<file path="config.mk">
export PLATFORM = sky130hd
export DESIGN_NAME = mini_sys_array
export DESIGN_NICKNAME = d
export VERILOG_FILES = /design/src/rtl/mini_sa_pkg.sv /design/src/rtl/mini_sa_pe.sv /design/src/rtl/mini_sys_array.sv
export SDC_FILE = /design/constraint.sdc
export NUM_CORES = 1
export LEC_CHECK = 0
export ABC_AREA = 1
export BUFFER_PORTS_ARGS = -buffer_cell sky130_fd_sc_hd__buf_2
export CAP_MARGIN = 10
export CORE_MARGIN = 2
export CORE_UTILIZATION = 62
export CTS_CLUSTER_DIAMETER = 40
export CTS_CLUSTER_SIZE = 16
export DETAILED_ROUTE_END_ITERATION = 12
export PLACE_DENSITY = 0.83
export SLEW_MARGIN = 20
export SYNTH_ARGS = -nofsm -noshare
export SYNTH_HDL_FRONTEND = slang
export SYNTH_SLANG_ARGS = --single-unit
</file>
<file path="constraint.sdc">
create_clock -name clk -period 8.85 [get_ports clk]
set_input_delay 1.3275 -clock clk [delete_from_list [all_inputs] [get_ports clk]]
set_output_delay 1.3275 -clock clk [all_outputs]
set_load 0.02 [all_outputs]
</file>
<file path="src/rtl/mini_sa_pkg.sv">
`default_nettype none
// ============================================================================
// Module      : mini_sa_pkg
// Description : Shared constants for the 2x2 systolic matrix-multiply kernel.
// Revision    : 1.0 - initial release
// ============================================================================
package mini_sa_pkg;
  localparam int WIDTH     = 8;          // operand width, signed
  localparam int ACC_W     = 2 * WIDTH;  // accumulator / result width
  localparam int K         = 4;          // inner dimension
  localparam int LAST_STEP = 6;          // step count at which the tile is final
  localparam int FRAC_BITS = 4;          // Q4.4 fraction bits
  localparam int STEP_W    = 3;          // step counter width (0..6)
endpackage
`default_nettype wire

</file>
<file path="src/rtl/mini_sa_pe.sv">
`default_nettype none
// ============================================================================
// Module      : mini_sa_pe
// Description : MAC processing element. Passes A right and B down through one
//               register each and accumulates a*b (optionally Q4.4 scaled).
// Revision    : 1.0 - initial release
// ============================================================================
module mini_sa_pe
  import mini_sa_pkg::*;
#(
  parameter int WIDTH = 8
) (
  input  logic                 clk,
  input  logic                 rst,
  input  logic                 en,
  input  logic                 valid,
  input  logic [WIDTH-1:0]     a_in,
  input  logic [WIDTH-1:0]     b_in,
  input  logic                 intMul,
  output logic [WIDTH-1:0]     a_out,
  output logic [WIDTH-1:0]     b_out,
  output logic [2*WIDTH-1:0]   acc
);
  localparam int ACC_W = 2 * WIDTH;

  logic signed [ACC_W-1:0] w_prod;
  logic signed [ACC_W-1:0] w_term;

  // Full signed product, then optional arithmetic scaling for Q4.4 mode.
  always_comb begin
    w_prod = $signed({{WIDTH{a_in[WIDTH-1]}}, a_in}) *
             $signed({{WIDTH{b_in[WIDTH-1]}}, b_in});
    w_term = intMul ? w_prod : (w_prod >>> FRAC_BITS);
  end

  // Operand pass-through registers advance every enabled step so the skew
  // between neighbouring PEs stays exactly one step.
  always_ff @(posedge clk or posedge rst) begin
    if (rst) begin
      a_out <= '0;
      b_out <= '0;
    end else if (en) begin
      a_out <= a_in;
      b_out <= b_in;
    end
  end

  // Accumulate only on the steps where this PE owns a valid k; wraps freely.
  always_ff @(posedge clk or posedge rst) begin
    if (rst) begin
      acc <= '0;
    end else if (valid) begin
      acc <= acc + w_term;
    end
  end
endmodule
`default_nettype wire

</file>
<file path="src/rtl/mini_sys_array.sv">
`default_nettype none
// ============================================================================
// Module      : mini_sys_array
// Description : 2x4 by 4x2 signed matrix multiply on a 2x2 output-stationary
//               systolic array. Produces four results, their sum
//               (importance) and a done flag.
// Revision    : 1.0 - initial release
// ============================================================================
module mini_sys_array
  import mini_sa_pkg::*;
#(
  parameter int WIDTH = 8,
  parameter int K     = 4
) (
  input  logic                 clk,
  input  logic                 _reset,
  input  logic                 enable,
  input  logic                 intMul,
  input  logic [WIDTH-1:0]     a00, a01, a02, a03,
  input  logic [WIDTH-1:0]     a10, a11, a12, a13,
  input  logic [WIDTH-1:0]     b1_00, b1_10, b1_20, b1_30,
  input  logic [WIDTH-1:0]     b1_01, b1_11, b1_21, b1_31,
  output logic [2*WIDTH-1:0]   result0,
  output logic [2*WIDTH-1:0]   result1,
  output logic [2*WIDTH-1:0]   result2,
  output logic [2*WIDTH-1:0]   result3,
  output logic [2*WIDTH-1:0]   importance,
  output logic                 done
);
  localparam int ACC_W = 2 * WIDTH;

  logic [STEP_W-1:0] r_t;
  logic              r_done;

  // Operands gathered into arrays indexed by row/column and k.
  logic [WIDTH-1:0] w_a [0:1][0:K-1];
  logic [WIDTH-1:0] w_b [0:1][0:K-1];   // w_b[col][k]

  // Horizontal A links: [row][0] is the array edge, [row][j+1] is PE(row,j) out.
  logic [WIDTH-1:0] w_ah [0:1][0:2];
  // Vertical B links: [0][col] is the array edge, [i+1][col] is PE(i,col) out.
  logic [WIDTH-1:0] w_bv [0:2][0:1];
  logic [ACC_W-1:0] w_acc [0:3];

  assign w_a[0][0] = a00;   assign w_a[0][1] = a01;
  assign w_a[0][2] = a02;   assign w_a[0][3] = a03;
  assign w_a[1][0] = a10;   assign w_a[1][1] = a11;
  assign w_a[1][2] = a12;   assign w_a[1][3] = a13;
  assign w_b[0][0] = b1_00; assign w_b[0][1] = b1_10;
  assign w_b[0][2] = b1_20; assign w_b[0][3] = b1_30;
  assign w_b[1][0] = b1_01; assign w_b[1][1] = b1_11;
  assign w_b[1][2] = b1_21; assign w_b[1][3] = b1_31;

  // Step counter: advances on enabled edges and saturates at the last step.
  always_ff @(posedge clk or posedge _reset) begin
    if (_reset) begin
      r_t <= '0;
    end else if (enable && (r_t != STEP_W'(LAST_STEP))) begin
      r_t <= r_t + STEP_W'(1);
    end
  end

  // Done rises on the edge that moves the counter onto the last step.
  always_ff @(posedge clk or posedge _reset) begin
    if (_reset) begin
      r_done <= 1'b0;
    end else if (enable && (r_t == STEP_W'(LAST_STEP - 1))) begin
      r_done <= 1'b1;
    end
  end

  // Left edge of each row: feed A[row][t-row] while in range, else zero.
  for (genvar i = 0; i < 2; i++) begin : g_row_feed
    logic [STEP_W-1:0] w_k;
    logic [WIDTH-1:0]  w_val;
    // Skewed k selection for this row.
    always_comb begin
      w_k   = r_t - STEP_W'(i);
      w_val = '0;
      if ((r_t >= STEP_W'(i)) && (w_k < STEP_W'(K)))
        w_val = w_a[i][w_k[1:0]];
    end
    assign w_ah[i][0] = w_val;
  end

  // Top edge of each column: feed B[t-col][col] while in range, else zero.
  for (genvar j = 0; j < 2; j++) begin : g_col_feed
    logic [STEP_W-1:0] w_k;
    logic [WIDTH-1:0]  w_val;
    // Skewed k selection for this column.
    always_comb begin
      w_k   = r_t - STEP_W'(j);
      w_val = '0;
      if ((r_t >= STEP_W'(j)) && (w_k < STEP_W'(K)))
        w_val = w_b[j][w_k[1:0]];
    end
    assign w_bv[0][j] = w_val;
  end

  // PE grid; PE(i,j) is valid when k = t-i-j lies in 0..K-1.
  for (genvar i = 0; i < 2; i++) begin : g_pe_row
    for (genvar j = 0; j < 2; j++) begin : g_pe_col
      logic [STEP_W-1:0] w_d;
      logic              w_valid;
      assign w_d     = r_t - STEP_W'(i + j);
      assign w_valid = enable && (r_t >= STEP_W'(i + j)) && (w_d < STEP_W'(K));

      mini_sa_pe #(.WIDTH(WIDTH)) u_pe (
        .clk    (clk),
        .rst    (_reset),
        .en     (enable),
        .valid  (w_valid),
        .a_in   (w_ah[i][j]),
        .b_in   (w_bv[i][j]),
        .intMul (intMul),
        .a_out  (w_ah[i][j+1]),
        .b_out  (w_bv[i+1][j]),
        .acc    (w_acc[2*i + j])
      );
    end
  end

  assign result0    = w_acc[0];
  assign result1    = w_acc[1];
  assign result2    = w_acc[2];
  assign result3    = w_acc[3];
  assign importance = w_acc[0] + w_acc[1] + w_acc[2] + w_acc[3];
  assign done       = r_done;
endmodule
`default_nettype wire

</file>
Word-level counts from Yosys, hierarchy flattened --
Index checks and enable logic that the tools add are counted.
Word-level totals: bits in registers 100, bits in latches 0, bits in writable memories 0, bits in read-only memories 0, output and inout port bits 81, logic and storage cells 66, memories 0
Cells by class: add/subtract/negate cells 10, multiply operators 4, div/mod/pow operators 0, magnitude comparators 8, eq/ne operators 2, shifts and indexed selects 0, muxes and demuxes 20, bitwise logic cells 2, reductions and logical operators 10
Operators by type and width (number):
- $add 16x16->16 | 7
- $mux 8 | 12
- $bmux 8 s2 | 4
- $mul 8x8->16 | 4
- $mux 15 | 4
- $logic_and 1x1->1 | 10
- $lt 3x3->1 const B | 3
- $ge 3x1->1 const B | 2
- $ge 3x3->1 const B | 2
- $not 2->3 | 2
- $add 3x1->3 const B | 1
- $eq 3x3->1 const B | 1
- $ge 3x2->1 const B | 1
- $ne 3x3->1 const B | 1
- $sub 3x1->3 const B | 1
- $sub 3x2->3 const B | 1

Logic depth before layout (Yosys ltp) --
Gate-level depths: netlist of the first run.
depth after elaboration 9, depth in mapped cells 42

By module --
A second synthesis of the first run with hierarchy kept.
Unflattened totals: cells, all modules 3210, area total of the unflattened synthesis 22754.3 um^2
By module, submodules not included:
- mini_sa_pe (g_pe_row[0].g_pe_col[0].u_pe) | instances 1, cells each 670, area each 4936.0 um^2, sequential area each 800.8 um^2
- mini_sa_pe (g_pe_row[0].g_pe_col[1].u_pe) | instances 1, cells each 658, area each 4867.2 um^2, sequential area each 800.8 um^2
- mini_sa_pe (g_pe_row[1].g_pe_col[0].u_pe) | instances 1, cells each 654, area each 4863.4 um^2, sequential area each 800.8 um^2
- mini_sa_pe (g_pe_row[1].g_pe_col[1].u_pe) | instances 1, cells each 648, area each 4847.1 um^2, sequential area each 800.8 um^2
- mini_sys_array | instances 1, cells each 580, area each 3240.6 um^2, sequential area each 100.1 um^2

Worst setup path before layout of the first run --
Ideal clock, no wire load.
path type register to register, start point register r_t[1], end point register g_pe_row[1].g_pe_col[0].u_pe.acc[11], library setup time 0.117 ns, data arrival time 6.501 ns, required time 8.733 ns, setup slack 2.231 ns, cell stages (with the launch flop) 36, path buffers 4, period minus slack after synthesis 6.619 ns, path through dfrtp_1 -> buf_2 -> inv_2 -> buf_2 -> ha_1 -> buf_2 -> inv_2 -> buf_2 -> a21oi_1 -> a32o_1 -> nor2_1 -> inv_1 -> nor2_1 -> fa_1 -> fa_1 -> fa_1 -> inv_1 -> fa_1 -> inv_1 -> ha_1 -> inv_1 -> o21bai_1 -> o21bai_1 -> a21oi_1 -> xor2_1 -> inv_1 -> nand2_1 -> o21ai_0 -> ha_1 -> a21oi_1 -> a21boi_0 -> or2_2 -> nand3_1 -> or2_2 -> nand3_1 -> nand2_1
Between the ends: longest elaborated chain between the ends 9, elaborated cells between the ends (all ways) 14, classes of those cells add/sub (2); mul (1); order compare (2); mux (5); bitwise (1); reduce/logical (3)
Ends and longest elaborated chain:
- from (decl) | line mini_sys_array.sv:32 | logic [STEP_W-1:0] r_t;
- from (signal assigned) | line mini_sys_array.sv:59 | r_t <= r_t + STEP_W'(1);
- $sub 3x1->3 | line mini_sys_array.sv:78, mini_sys_array.sv:105
- $not 2->3 (not written as such) | line mini_sys_array.sv:81 | w_val = w_a[i][w_k[1:0]];
- $bmux 8 s2 | line mini_sys_array.sv:81
- $mux 8 (not written as such) (2 in a row) | line mini_sys_array.sv:81
- $mux 8 | line mini_sys_array.sv:80 | if ((r_t >= STEP_W'(i)) && (w_k < STEP_W'(K)))
- $mul 8x8->16 | line mini_sa_pe.sv:31 | w_prod = $signed({{WIDTH{a_in[WIDTH-1]}}, a_in}) *
- $mux 15 | line mini_sa_pe.sv:33 | w_term = intMul ? w_prod : (w_prod >>> FRAC_BITS);
- $add 16x16->16 | line mini_sa_pe.sv:53 | acc <= acc + w_term;
- to (signal assigned) | line mini_sa_pe.sv:53
- to (decl) | line mini_sa_pe.sv:22 | output logic [2*WIDTH-1:0] acc
Parallel ways exist; a longest one is shown, timed or not. The select of a mux whose other input is x is not followed. A chain may end at the register's enable or synchronous reset.

Final worst setup path of the first run --
start point register r_t[1], end point register g_pe_row[0].g_pe_col[1].u_pe.acc[15]
Between the ends: longest elaborated chain between the ends 9, elaborated cells between the ends (all ways) 14, classes of those cells add/sub (2); mul (1); order compare (2); mux (5); bitwise (1); reduce/logical (3)
Ends and longest elaborated chain:
- $sub 3x1->3 | line mini_sys_array.sv:92, mini_sys_array.sv:105
- $not 2->3 (not written as such) | line mini_sys_array.sv:95 | w_val = w_b[j][w_k[1:0]];
- $bmux 8 s2 | line mini_sys_array.sv:95
- $mux 8 (not written as such) (2 in a row) | line mini_sys_array.sv:95
- $mux 8 | line mini_sys_array.sv:94 | if ((r_t >= STEP_W'(j)) && (w_k < STEP_W'(K)))
- $mul 8x8->16 | line mini_sa_pe.sv:31
- $mux 15 | line mini_sa_pe.sv:33
- $add 16x16->16 | line mini_sa_pe.sv:53
- to (signal assigned) | line mini_sa_pe.sv:53
- to (decl) | line mini_sa_pe.sv:22
Parallel ways exist; a longest one is shown, timed or not. The select of a mux whose other input is x is not followed.

==> impl.org, run 1 <==
** Clocking
- Post-CTS repair changed the size of 0 cells.
- After clock tree synthesis, the clock-pin slew on the worst setup and hold paths is 0.08 ns.
- Clock Root Buffer :: sky130_fd_sc_hd__clkbuf_16
- Count of H-tree levels built during CTS :: 3
- TritonCTS clock tree :: built
- The number of clock buffers added by TritonCTS is 9.
- CTS sink cnt :: 100
- The clock reaches the later pin of the worst-skew pair after 0.38 ns.
- Number of buffers added to fix hold violations after cts :: 0
- Post CTS Setup Buffer Count :: 0
- Counting along the longest clock path gives a buffer depth of 2.

** Yosys
- Synth cell types :: 46
- Number of flip-flops and latches in the synthesized netlist :: 100
- In this run, synthesis inferred 0 flip-flops with an integrated enable.
- Of the total synthesized cell area, the portion taken by XOR and XNOR cells is 0.0400.
- The share of the synthesized area in compound gates (AO/OA/AOI/OAI) is 0.0958.
- Mux contribution to synthesized area :: 0.00299
- Avg Synthesized Cell Area :: 7.22 sq um
- Synthesized-area fraction occupied by adder cells :: 0.378
- The cell count after synthesis came out at 2,785.
- Main combinational cell family by area after synthesis :: adder cells
- The most used flip-flop cell after synthesis is sky130_fd_sc_hd__dfrtp_1.
- Of the total synthesized cell area, the portion taken by AND, OR, NAND and NOR gates is 0.240.
- The mapped netlist covers 20,100 sq um.
- For this run, the number of Yosys warnings is 0.
- Seq/Total Area, Yosys :: 0.124
- Of all flip-flops after synthesis, the portion carrying an async set or reset was 1.00.
- Syn nets :: 3,372

** STA
- Final setup TNS :: 0 ns
- Fraction of the cycle the final worst path needs :: 0.878
- Worst Tran Pin Value :: 0.922 ns
- Between clock sinks in the finished design, the worst skew comes to 0.0135 ns.
- Static timing analysis puts the maximum clock frequency at 129 MHz.
- Count of final hold-check violations :: 0
- Time the worst path needs with I/O delays and setup :: 7.77 ns
- Pins over their slew limit :: 0
- Setup violations remaining at the end of the flow were counted as 0.
- Worst slack on hold paths :: 0.483 ns
- Slew HR :: 0.385
- Setup repair after global routing missed its margin :: no

** Finish
- In the final layout, the multi-input gates occupy 15,200 sq um.
- Seq. cell area :: 2500 sq um
- In the final layout, the share of cells above drive strength 1 is 0.0908.
- Leading cell types in the layout, fill and taps excluded :: sky130_fd_sc_hd__nand2_1 (709), sky130_fd_sc_hd__inv_1 (541), sky130_fd_sc_hd__fa_1 (254)
- The number of antenna diodes in the final layout is 0.
- NumNets Final :: 3,535
- Filler cell count :: 2,685
- Commonest non-fill, non-tap cell in the layout :: sky130_fd_sc_hd__nand2_1
- From synthesis to final layout, the design area changed by 8.13%.
- The finished cells cover 21,700 sq um.

** Global route
- The initial antenna violation count was 0.
- Global routing usage summed across all routing layers :: 0.335
- Maximum number of pins on one net before global-route repair :: 67
- The number of global-route vias before repair was 18.9k.
- For this run the aggregate overflow at the end of global routing stands at 0.
- Wire length of the first global-routing pass :: 90.1 mm

** Floorplan
- Starting Density :: 0.634
- After floorplanning, the core was sized to cover 31,700 sq um.
- I/O pin count :: 213
- Measured along the y axis, the die boundary spans 184 microns.
- Die Outline Area :: 33,900 sq um
- The die is 184 microns wide.
- Num rows :: 65

** Worst setup path
- Crit path launch :: r_t[1]
- The number of buffers and inverters on the critical path is 8.
- Setup crit start kind :: register
- Among cell families on the critical path, the largest total delay comes from adder cells.
- Arrival time of the worst setup path :: 8.09 ns
- Capture instance of the worst register-to-register path :: g_pe_row[0].g_pe_col[1].u_pe.acc[15]
- Along the worst path, the maximum fanout reaches 28.
- The critical path in this run is classified as register to register.
- CP required :: 9.17 ns
- Among all stages on the critical path, the largest delay is contributed by sky130_fd_sc_hd__dfrtp_1.
- Setup slack on the worst reg-to-reg path comes out at 1.08 ns.
- Critical register-to-register path startpoint :: r_t[1]
- FF-to-FF path depth :: 34
- STA classifies the critical path endpoint as a register.
- In this design, the stage delay of the slowest critical-path cell is 0.53 ns.

** Drt
- The count of nets left with antenna violations once routing finished came out at 0.
- Number of design rule violations left after detail routing :: 0
- Total via count in the routed design :: 19.0k
- Total routed wirelength :: 56.1 mm
- Number of vias per cell :: 5.67
- Number of detailed-routing iterations run before antenna repair :: 8
- After detailed routing, the average wire length per cell comes to 16.7 microns.
- The detailed router finished its first iteration with 1,330 violations.

** Place
- The count of buffers added on input and output ports is 212.
- Global placement routability congestion :: 1.04
- Post-placement cell area :: 21,400 sq um
- Summed over all nets, the half-perimeter wirelength after detailed placement is 47.4 mm.

** Min path
- In this run the worst hold path is classified as register to register.
- Hold path start :: done
- Counting instances, the worst hold path has a depth of 1.
- Hold Path End :: done

** Job
- Max-cap violations in this run came to 0.

** Status
- Status :: complete, no violations
==> how the worst max path moves through the flow <==
stage                                            to  slack, ns  cells past startpoint
6_report       g_pe_row[0].g_pe_col[1].u_pe.acc[15]       1.08                     34
2_1_floorplan  g_pe_row[1].g_pe_col[0].u_pe.acc[11]       2.23                     35
4_1_cts        g_pe_row[0].g_pe_col[1].u_pe.acc[15]       1.15                     34
5_1_grt        g_pe_row[0].g_pe_col[1].u_pe.acc[15]       0.41                     33
3_5_place_dp   g_pe_row[0].g_pe_col[1].u_pe.acc[15]       1.18                     33
3_3_place_gp   g_pe_row[0].g_pe_col[1].u_pe.acc[11]       1.42                     32
==> metrics by stage <==
stage | util | std cells | worst slack [ns]
floorplan | - | 2785 | 2.23
global placement | 0.675 | 3339 | 1.42
detailed placement | 0.675 | 3339 | 1.18
CTS | 0.686 | 3355 | 1.15
global route | 0.686 | 3355 | 0.412
finish | 0.686 | 3355 | 1.08
==> sequential cells by signal, summed over array words and instances, names as in the netlist <==
| signal | cells |
|---|---|
| g_pe_row.g_pe_col.u_pe.acc | 64 |
| r_t | 3 |
| g_pe_row.g_pe_col.u_pe.a_out | 16 |
| g_pe_row.g_pe_col.u_pe.b_out | 16 |
| done | 1 |
==> synthesized netlist by cell type (13+ instances only) <==
cell | instances | area (sq um)
sky130_fd_sc_hd__or2_2 | 18 | 113
sky130_fd_sc_hd__xnor2_1 | 42 | 368
sky130_fd_sc_hd__a32o_1 | 16 | 160
sky130_fd_sc_hd__inv_1 | 543 | 2040
sky130_fd_sc_hd__nand4_1 | 18 | 113
sky130_fd_sc_hd__xor2_1 | 48 | 420
sky130_fd_sc_hd__fa_1 | 254 | 5080
sky130_fd_sc_hd__o22ai_1 | 14 | 87.6
sky130_fd_sc_hd__nand3_1 | 167 | 836
sky130_fd_sc_hd__o21bai_1 | 13 | 97.6
sky130_fd_sc_hd__a21oi_1 | 116 | 581
sky130_fd_sc_hd__dfrtp_1 | 100 | 2500
sky130_fd_sc_hd__nand2_1 | 709 | 2660
sky130_fd_sc_hd__o21ai_1 | 16 | 80.1
sky130_fd_sc_hd__buf_2 | 22 | 110
sky130_fd_sc_hd__nor3_1 | 18 | 90.1
sky130_fd_sc_hd__clkbuf_1 | 38 | 143
sky130_fd_sc_hd__ha_1 | 201 | 2510
sky130_fd_sc_hd__o21ai_0 | 107 | 536
sky130_fd_sc_hd__nor2_1 | 233 | 875
==> layer usage <==
| metal | wire length [microns] | vias to the layer above | track usage | part of all wire |
|---|---|---|---|---|
| met1 | 21000 | 9116 | 0.395 | 0.37 |
| met5 | 0 | - | 0 | 0 |
| li1 | - | 8985 | - | - |
| met3 | 3780 | 216 | 0.0543 | 0.067 |
| met4 | 2760 | 0 | 0.164 | 0.049 |
| met2 | 28600 | 722 | 0.593 | 0.51 |
==> cells by family after synthesis <==
kind of cell / Yosys count
flip-flops: 100
XOR/XNOR: 91
AO/OA/AOI/OAI: 334
multiplexers: 6
buffers and inverters: 619
adder cells (fa/ha/maj): 455
AND/OR/NAND/NOR: 1180
==> cell type report <==
cell class | count | area share
clock buffer | 10 | 0.0110
clock inverter | 6 | 0.00386
inverter | 553 | 0.0959
multi-input combinational | 2066 | 0.700
sequential | 100 | 0.115
tap | 402 | 0.0231
timing repair buffer | 218 | 0.0509
Power of run 1 is not shown: default switching activity piles up to over one toggle a cycle in this logic, so the estimate is an artifact.
==> run 2, diff against run 1 <==
Settings changed: CORE_MARGIN 2 to 4, CORE_UTILIZATION 62 to 53, PLACE_DENSITY 0.83 to 0.73.
==> run 2 against run 1 <==
Compared with the run above: die area increased by 21%; hold slack worse by 0.019 ns; clock skew rose by 0.0038 ns; utilization fell by 10 points; via count decreased by 2.6%; setup slack better by 0.025 ns; critical path type unchanged; largest cell class unchanged.
==> impl.org, run 2 (synthesis results as in run 1) <==
** Floorplan
- Std-Cell Core Area :: 37,600 sq um (+18%)
- Die boundary height :: 203 microns (+10%)
- The floorplan die area was 41,100 sq um (+21%).
- I/O pin count :: 213 (unchanged)
- The overall die width is 203 microns (+10%).
- The placement row count came to 71 (+9.2%).
- Starting Density :: 0.535 (-0.0989)

** Status
- The flow ran to the end, and the final reports show no timing, DRC or antenna violations.

** Worst setup path
- The maximum fanout along the worst path came to 28 (unchanged).
- Nature of the critical path endpoint :: register
- Max stage delay on crit path :: 0.54 ns (about the same)
- Critical register-to-register path startpoint :: r_t[1]
- CP required :: 9.18 ns (about the same)
- The critical path starts at r_t[1].
- The sum of buffers and inverters on the critical path is 9 (+1).
- For this design, the slowest cell found on the critical path is sky130_fd_sc_hd__dfrtp_1.
- Cell depth of the worst setup path :: 35 (+2.9%)
- The register-to-register path setup slack came to 1.11 ns (+0.03 ns).
- Arrival time of the worst setup path :: 8.07 ns (-0.02 ns)
- FF-to-FF path depth :: 35 (+2.9%)
- Setup crit start kind :: register
- The critical path is of the register to register type.
- Critical Path End :: g_pe_row[0].g_pe_col[1].u_pe.acc[15]
- The worst register-to-register path ends at g_pe_row[0].g_pe_col[1].u_pe.acc[15].
- The cell that appears most often on the critical path is sky130_fd_sc_hd__inv_1.
- Kind of cell adding the most delay to the critical path :: adder cells

** Drt
- Total routed wirelength :: 57.2 mm (+1.9%)
- The via count of the routed design was 18.5k (-2.6%).
- The mean number of vias per cell was 5.35 (-5.7%).
- Number of design rule violations left after detail routing :: 0 (unchanged)
- The number of search-and-repair iterations in the first detailed-routing pass is 7 (-1).
- Wirelength per Cell :: 16.5 microns (-1.3%)
- The initial detailed-routing violation count came to 1,237 (-7.0%).
- The post-detailed-route count of antenna-violating nets was 0 (unchanged).

** Global route
- The global-route wire length before repair is 91.8 mm (+2.0%).
- The global-route total usage across every layer is 0.276 (-0.0582).
- The initial antenna violation count was 0 (unchanged).
- Total congestion overflow :: 0 (unchanged)
- Vias in the first global route :: 18.7k (-1.1%)
- The largest net degree at the start of global routing came to 67 (unchanged).

** Clocking
- The clock transition at the registers of the reported paths was 0.08 ns (about the same).
- Number of clock buffers inserted by TritonCTS :: 9 (unchanged)
- TritonCTS built the clock tree.
- The quantity of gates resized following cts came to 0 (unchanged).
- Clock Latency Late Sink :: 0.39 ns (about the same)
- The number of H-tree levels came to 3 (unchanged).
- Clock Root Buffer :: sky130_fd_sc_hd__clkbuf_16
- CTS sink cnt :: 100 (unchanged)
- Post CTS Setup Buffer Count :: 0 (unchanged)
- Buffer depth of the longest clock path :: 2 (unchanged)
- The hold buffer count at CTS was 0 (unchanged).

** Finish
- The library cells used most frequently in the layout, excluding fill and tap cells, are sky130_fd_sc_hd__nand2_1 (709), sky130_fd_sc_hd__inv_1 (541), sky130_fd_sc_hd__fa_1 (254).
- Number of flip-flops in the largest register :: 64 (unchanged)
- Commonest non-fill, non-tap cell in the layout :: sky130_fd_sc_hd__nand2_1
- The register with the most flip-flops in the final layout is g_pe_row.g_pe_col.u_pe.acc.
- The number of nets in the final layout was 3,535 (unchanged).
- The largest registers in the layout are g_pe_row.g_pe_col.u_pe.acc: 64 flops, g_pe_row.g_pe_col.u_pe.a_out: 16 flops, g_pe_row.g_pe_col.u_pe.b_out: 16 flops.
- Cell area after layout :: 21,900 sq um (+0.49%)
- Ant. Diodes :: 0 (unchanged)
- Filler cell count :: 3,597 (+34%)
- Fraction of final layout cells sized beyond drive strength 1 :: 0.0908 (unchanged)
- Area overhead of the layout relative to synthesis :: 8.66%
- Util after Layout :: 0.581 (-0.104)

** STA
- The peak clock frequency supported by timing was 129 MHz (+0.33%).
- Final setup TNS :: 0 ns (unchanged)
- The final period demand of the worst path was 7.74 ns (-0.0252 ns).
- Pins over their slew limit :: 0 (unchanged)
- The relative slew slack was 0.374 (-0.0111).
- Clock skew :: 0.0173 ns (+0.00380 ns)
- Worst Tran Pin Value :: 0.939 ns (+0.0169 ns)
- The worst hold slack across all endpoints was 0.464 ns (-0.0193 ns).
- The final-report hold violation count is 0 (unchanged).
- The number of endpoints failing setup at the final stage is 0 (unchanged).
- Fraction of the cycle the final worst path needs :: 0.875 (-0.00284)
- Setup repair after global routing left no endpoint under its margin.

** Place
- Post-placement cell area :: 21,600 sq um (+0.64%)
- Placed wire-length estimate after detailed placement :: 49.3 mm (+4.0%)
- Global placement routability congestion :: 1.01 (-2.8%)
- The number of port buffers came to 212 (unchanged).

** Job
- Max_cap viols :: 0 (unchanged)

** Min path
- The instance count along the most critical hold path is 1 (unchanged).
- Type of the tightest min-delay check :: register to register
run 2: cell count changes in the layout (fill, tap and decap cells not counted):
cell / change
sky130_fd_sc_hd__bufinv_16: -1
sky130_fd_sc_hd__clkinv_4: -2
sky130_fd_sc_hd__clkinv_8: -1
sky130_fd_sc_hd__clkinvlp_4: +2
sky130_fd_sc_hd__inv_6: +1
sky130_fd_sc_hd__inv_8: +1
run 2: per-stage QoR:
stage               instances  setup slack (ns)
floorplan                2785              2.23
global placement         3448              1.32
detailed placement       3448              1.16
CTS                      3464              1.15
global route             3464             0.438
finish                   3464              1.11
run 2: worst min-delay path by stage:
stage                                           from                                    end  slack, ns
5_1_grt                                         done                                   done       0.48
6_report                                        done                                   done       0.46
3_3_place_gp                                    done                                   done       0.46
2_1_floorplan  g_pe_row[0].g_pe_col[0].u_pe.b_out[0]  g_pe_row[0].g_pe_col[0].u_pe.b_out[0]       0.45
3_5_place_dp                                    done                                   done       0.45
4_1_cts                                         done                                   done       0.47
run 2: layer usage:
layer	vias up	wire length, microns	track usage
li1	8981	-	-
met1	8918	22600	0.335
met2	527	29600	0.498
met3	119	3090	0.0474
met4	0	1900	0.0948
met5	-	0	0
run 2: worst register-to-register path: cells and delay by family, from the launching register on:
family | cells | cell delay (ns)
flops | 1 | 0.54
buf+inv | 9 | 1.44
simple gates | 10 | 1.15
compound gates | 8 | 1.33
fa+ha+maj | 7 | 3.07
xor+xnor | 1 | 0.17
run 2: area by class of cell:
class                      count  area (sq um)  share of cell area
tap                          511           639              0.0293
sequential                   100          2500               0.115
multi-input combinational   2066         15200               0.697
clock inverter                 6          55.1             0.00252
timing repair buffer         218          1110              0.0506
inverter                     553          2090              0.0955
clock buffer                  10           239              0.0109
Power of run 2 is left out for the same reason.
==> run 3, diff against run 2 <==
Settings changed: CORE_ASPECT_RATIO set to 1.4, CORE_UTILIZATION 53 to 45, PLACE_DENSITY 0.73 to unset.
==> run 3 against run 2 <==
Compared with the run above: setup slack got worse by 0.12 ns; wire length increased by 7.8%; highest routed layer unchanged; largest cell class unchanged; register-to-register slack worse by 0.12 ns; first-iteration DRC count is 18% lower; clock skew is 0.00082 ns lower; non-clock buffer count stayed put; utilization down 8.5 points.
==> impl.org, run 3 (synthesis results as in run 1) <==
** Status
- Status :: complete, no violations

** Job
- The number of max-capacitance violations reported is 0 (unchanged).

** Drt
- Total routed wirelength :: 61.6 mm (+7.8%)
- The number of search-and-repair iterations in the first detailed-routing pass came to 6 (-1).
- The via count of the routed design is 18.4k (-0.74%).
- Violation count after the first detailed-route iteration :: 1,011 (-18%)
- The wire length per cell after detailed routing is 17.6 microns (+6.3%).
- Number of vias per cell :: 5.24 (-2.1%)
- Number of design rule violations left after detail routing :: 0 (unchanged)
- Count of nets left with antenna violations after detail routing :: 0 (unchanged)

** Floorplan
- Die width :: 187 microns (-8.0%)
- Num rows :: 91 (+28%)
- Die boundary height :: 258 microns (+27%)
- Std-Cell Core Area :: 44,200 sq um (+18%)
- The floorplan die area is 48,200 sq um (+17%).
- The initial core utilization is 0.455 (-0.0800).
- I/O pin count :: 213 (unchanged)

** Finish
- Register with the most flip-flops :: g_pe_row.g_pe_col.u_pe.acc
- Compared with the post-synthesis result, the final layout area differs by 9.02%.
- In the layout the commonest cells are sky130_fd_sc_hd__nand2_1 (709), sky130_fd_sc_hd__inv_1 (541), sky130_fd_sc_hd__fa_1 (254).
- The number of antenna cells inserted came to 0 (unchanged).
- NumNets Final :: 3,535 (unchanged)
- Number of flip-flops in the largest register :: 64 (unchanged)
- Commonest non-fill, non-tap cell in the layout :: sky130_fd_sc_hd__nand2_1
- The largest registers in the layout are g_pe_row.g_pe_col.u_pe.acc: 64 flops, g_pe_row.g_pe_col.u_pe.a_out: 16 flops, g_pe_row.g_pe_col.u_pe.b_out: 16 flops.
- Filler cell count :: 4,587 (+28%)
- Fraction of final layout cells sized beyond drive strength 1 :: 0.0908 (unchanged)

** Worst setup path
- Type of the setup path with the least slack :: register to register
- The path depth of the worst reg2reg path is 31 (-11%).
- The data arrival time of the critical path was 8.14 ns (+0.07 ns).
- The sum of buffers and inverters on the critical path came to 6 (-3).
- The endpoint identified for the worst register-to-register timing path is g_pe_row[0].g_pe_col[1].u_pe.acc[15].
- Nature of the critical path endpoint :: register
- STA classifies the critical path startpoint as a register.
- The register-to-register path setup slack is 0.99 ns (-0.12 ns).
- The worst stage delay on the critical path is 0.72 ns (+0.18 ns).
- Crit-path max FO :: 36 (+29%)
- CP required :: 9.12 ns (-0.06 ns)
- Critical register-to-register path startpoint :: r_t[0]
- Kind of cell adding the most delay to the critical path :: adder cells
- Among the stages of the critical path, the cell type that occurs most often is sky130_fd_sc_hd__nand2_1.
- The largest individual stage delay along the critical path comes from the cell sky130_fd_sc_hd__dfrtp_2.

** Clocking
- Number of clock buffers inserted by TritonCTS :: 9 (unchanged)
- The source-to-sink clock delay at the later pin of the worst-skew pair was 0.38 ns (about the same).
- Clock edge transition at the registers on the reported setup and hold paths :: 0.08 ns (about the same)
- Post CTS Setup Buffer Count :: 0 (unchanged)
- Count of H-tree levels built during CTS :: 3 (unchanged)
- The cell sitting at the root of the clock tree is a sky130_fd_sc_hd__clkbuf_16.
- The quantity of gates resized following cts came to 0 (unchanged).
- The maximum buffer depth of the clock tree came to 2 (unchanged).
- The number of clock sinks came to 100 (unchanged).
- Number of buffers added to fix hold violations after cts :: 0 (unchanged)
- TritonCTS clock tree :: built

** STA
- The final-report hold violation count came to 0 (unchanged).
- The final-report max-slew violation count came to 0 (unchanged).
- The worst hold slack across all endpoints was 0.496 ns (+0.0327 ns).
- Final setup TNS :: 0 ns (unchanged)
- Setup repair after global routing left no endpoint under its margin.
- The number of endpoints failing setup at the final stage came to 0 (unchanged).
- Fraction of the cycle the final worst path needs :: 0.889 (+0.0138)
- The worst setup skew after layout is 0.0165 ns (-0.000824 ns).
- The relative slew slack came to 0.363 (-0.0107).
- Fmax :: 127 MHz (-1.6%)
- Time the worst path needs with I/O delays and setup :: 7.86 ns (+0.123 ns)
- The transition at the pin with the smallest max-transition slack came to 0.956 ns (+0.0171 ns).

** Global route
- The global-route total usage across every layer was 0.250 (-0.0266).
- The remaining global-route overflow came to 0 (unchanged).
- Wire length of the first global-routing pass :: 96.2 mm (+4.7%)
- Initial antenna violation count :: 0 (unchanged)
- Vias in the first global route :: 18.6k (-0.33%)
- Maximum number of pins on one net before global-route repair :: 55 (-18%)

** Place
- The number of port buffers came to 212 (unchanged).
- Global placement routability congestion :: 0.923 (-8.3%)
- Placed wire-length estimate after detailed placement :: 53.5 mm (+8.7%)

** Min path
- In this run the worst hold path is classified as register to register.
- Hold path start :: g_pe_row[0].g_pe_col[0].u_pe.b_out[0]
- Number of stages on the worst hold path :: 2 (+1)
- Hold Path End :: g_pe_row[0].g_pe_col[0].u_pe.b_out[0]
## run 3: cell count changes in the layout (fill, tap and decap cells not counted)
cell,previous run,this run
sky130_fd_sc_hd__clkinv_4,2,3
sky130_fd_sc_hd__inv_6,1,0
sky130_fd_sc_hd__clkinv_2,0,1
sky130_fd_sc_hd__clkinvlp_4,2,1
sky130_fd_sc_hd__clkbuf_8,1,0
sky130_fd_sc_hd__bufinv_16,0,1
## run 3: worst register-to-register path: cells and delay by family, from the launching register on
family | cells | cell delay, ns
AO/OA/AOI/OAI | 4 | 0.74
XOR/XNOR | 1 | 0.20
AND/OR/NAND/NOR | 13 | 1.53
flip-flops | 1 | 0.72
adder cells (fa/ha/maj) | 7 | 3.45
buffers and inverters | 6 | 1.14
## run 3: through the flow
stage | setup WS, ns | instances | utilization | area (sq um)
finish | 0.987 | 3511 | 0.496 | 21900
global route | 0.227 | 3511 | 0.496 | 21900
CTS | 0.992 | 3511 | 0.496 | 21900
detailed placement | 1.02 | 3495 | 0.489 | 21600
global placement | 1.12 | 3495 | 0.489 | 21600
floorplan | 2.23 | 2785 | - | 20100
## run 3: metal layers
metal / track usage / up-vias / wire (microns)
met1: 0.277 / 8918 / 23100
li1: - / 8995 / -
met2: 0.485 / 380 / 34300
met4: 0.0956 / 0 / 2370
met5: 0 / - / 0
met3: 0.0281 / 114 / 1860
## run 3: layout make-up
type | instances | area, sq um | share of cell area
Clock buffer | 9 | 225 | 0.0103
Clock inverter | 7 | 82.6 | 0.00377
Inverter | 553 | 2090 | 0.0951
Multi-Input combinational cell | 2066 | 15200 | 0.694
Sequential cell | 100 | 2500 | 0.114
Tap cell | 558 | 698 | 0.0318
Timing Repair Buffer | 218 | 1110 | 0.0505
## run 3: worst max-delay path by stage
stage	endpoint	from	slack (ns)	depth (start not counted)
floorplan	g_pe_row[1].g_pe_col[0].u_pe.acc[11]	r_t[1]	2.23	35
global placement	g_pe_row[0].g_pe_col[1].u_pe.acc[15]	r_t[0]	1.12	34
detailed placement	g_pe_row[0].g_pe_col[1].u_pe.acc[15]	r_t[0]	1.02	31
CTS	g_pe_row[0].g_pe_col[1].u_pe.acc[15]	r_t[0]	0.99	31
global route	g_pe_row[0].g_pe_col[1].u_pe.acc[15]	r_t[0]	0.23	35
finish	g_pe_row[0].g_pe_col[1].u_pe.acc[15]	r_t[0]	0.99	31
Power of run 3 is left out for the same reason.
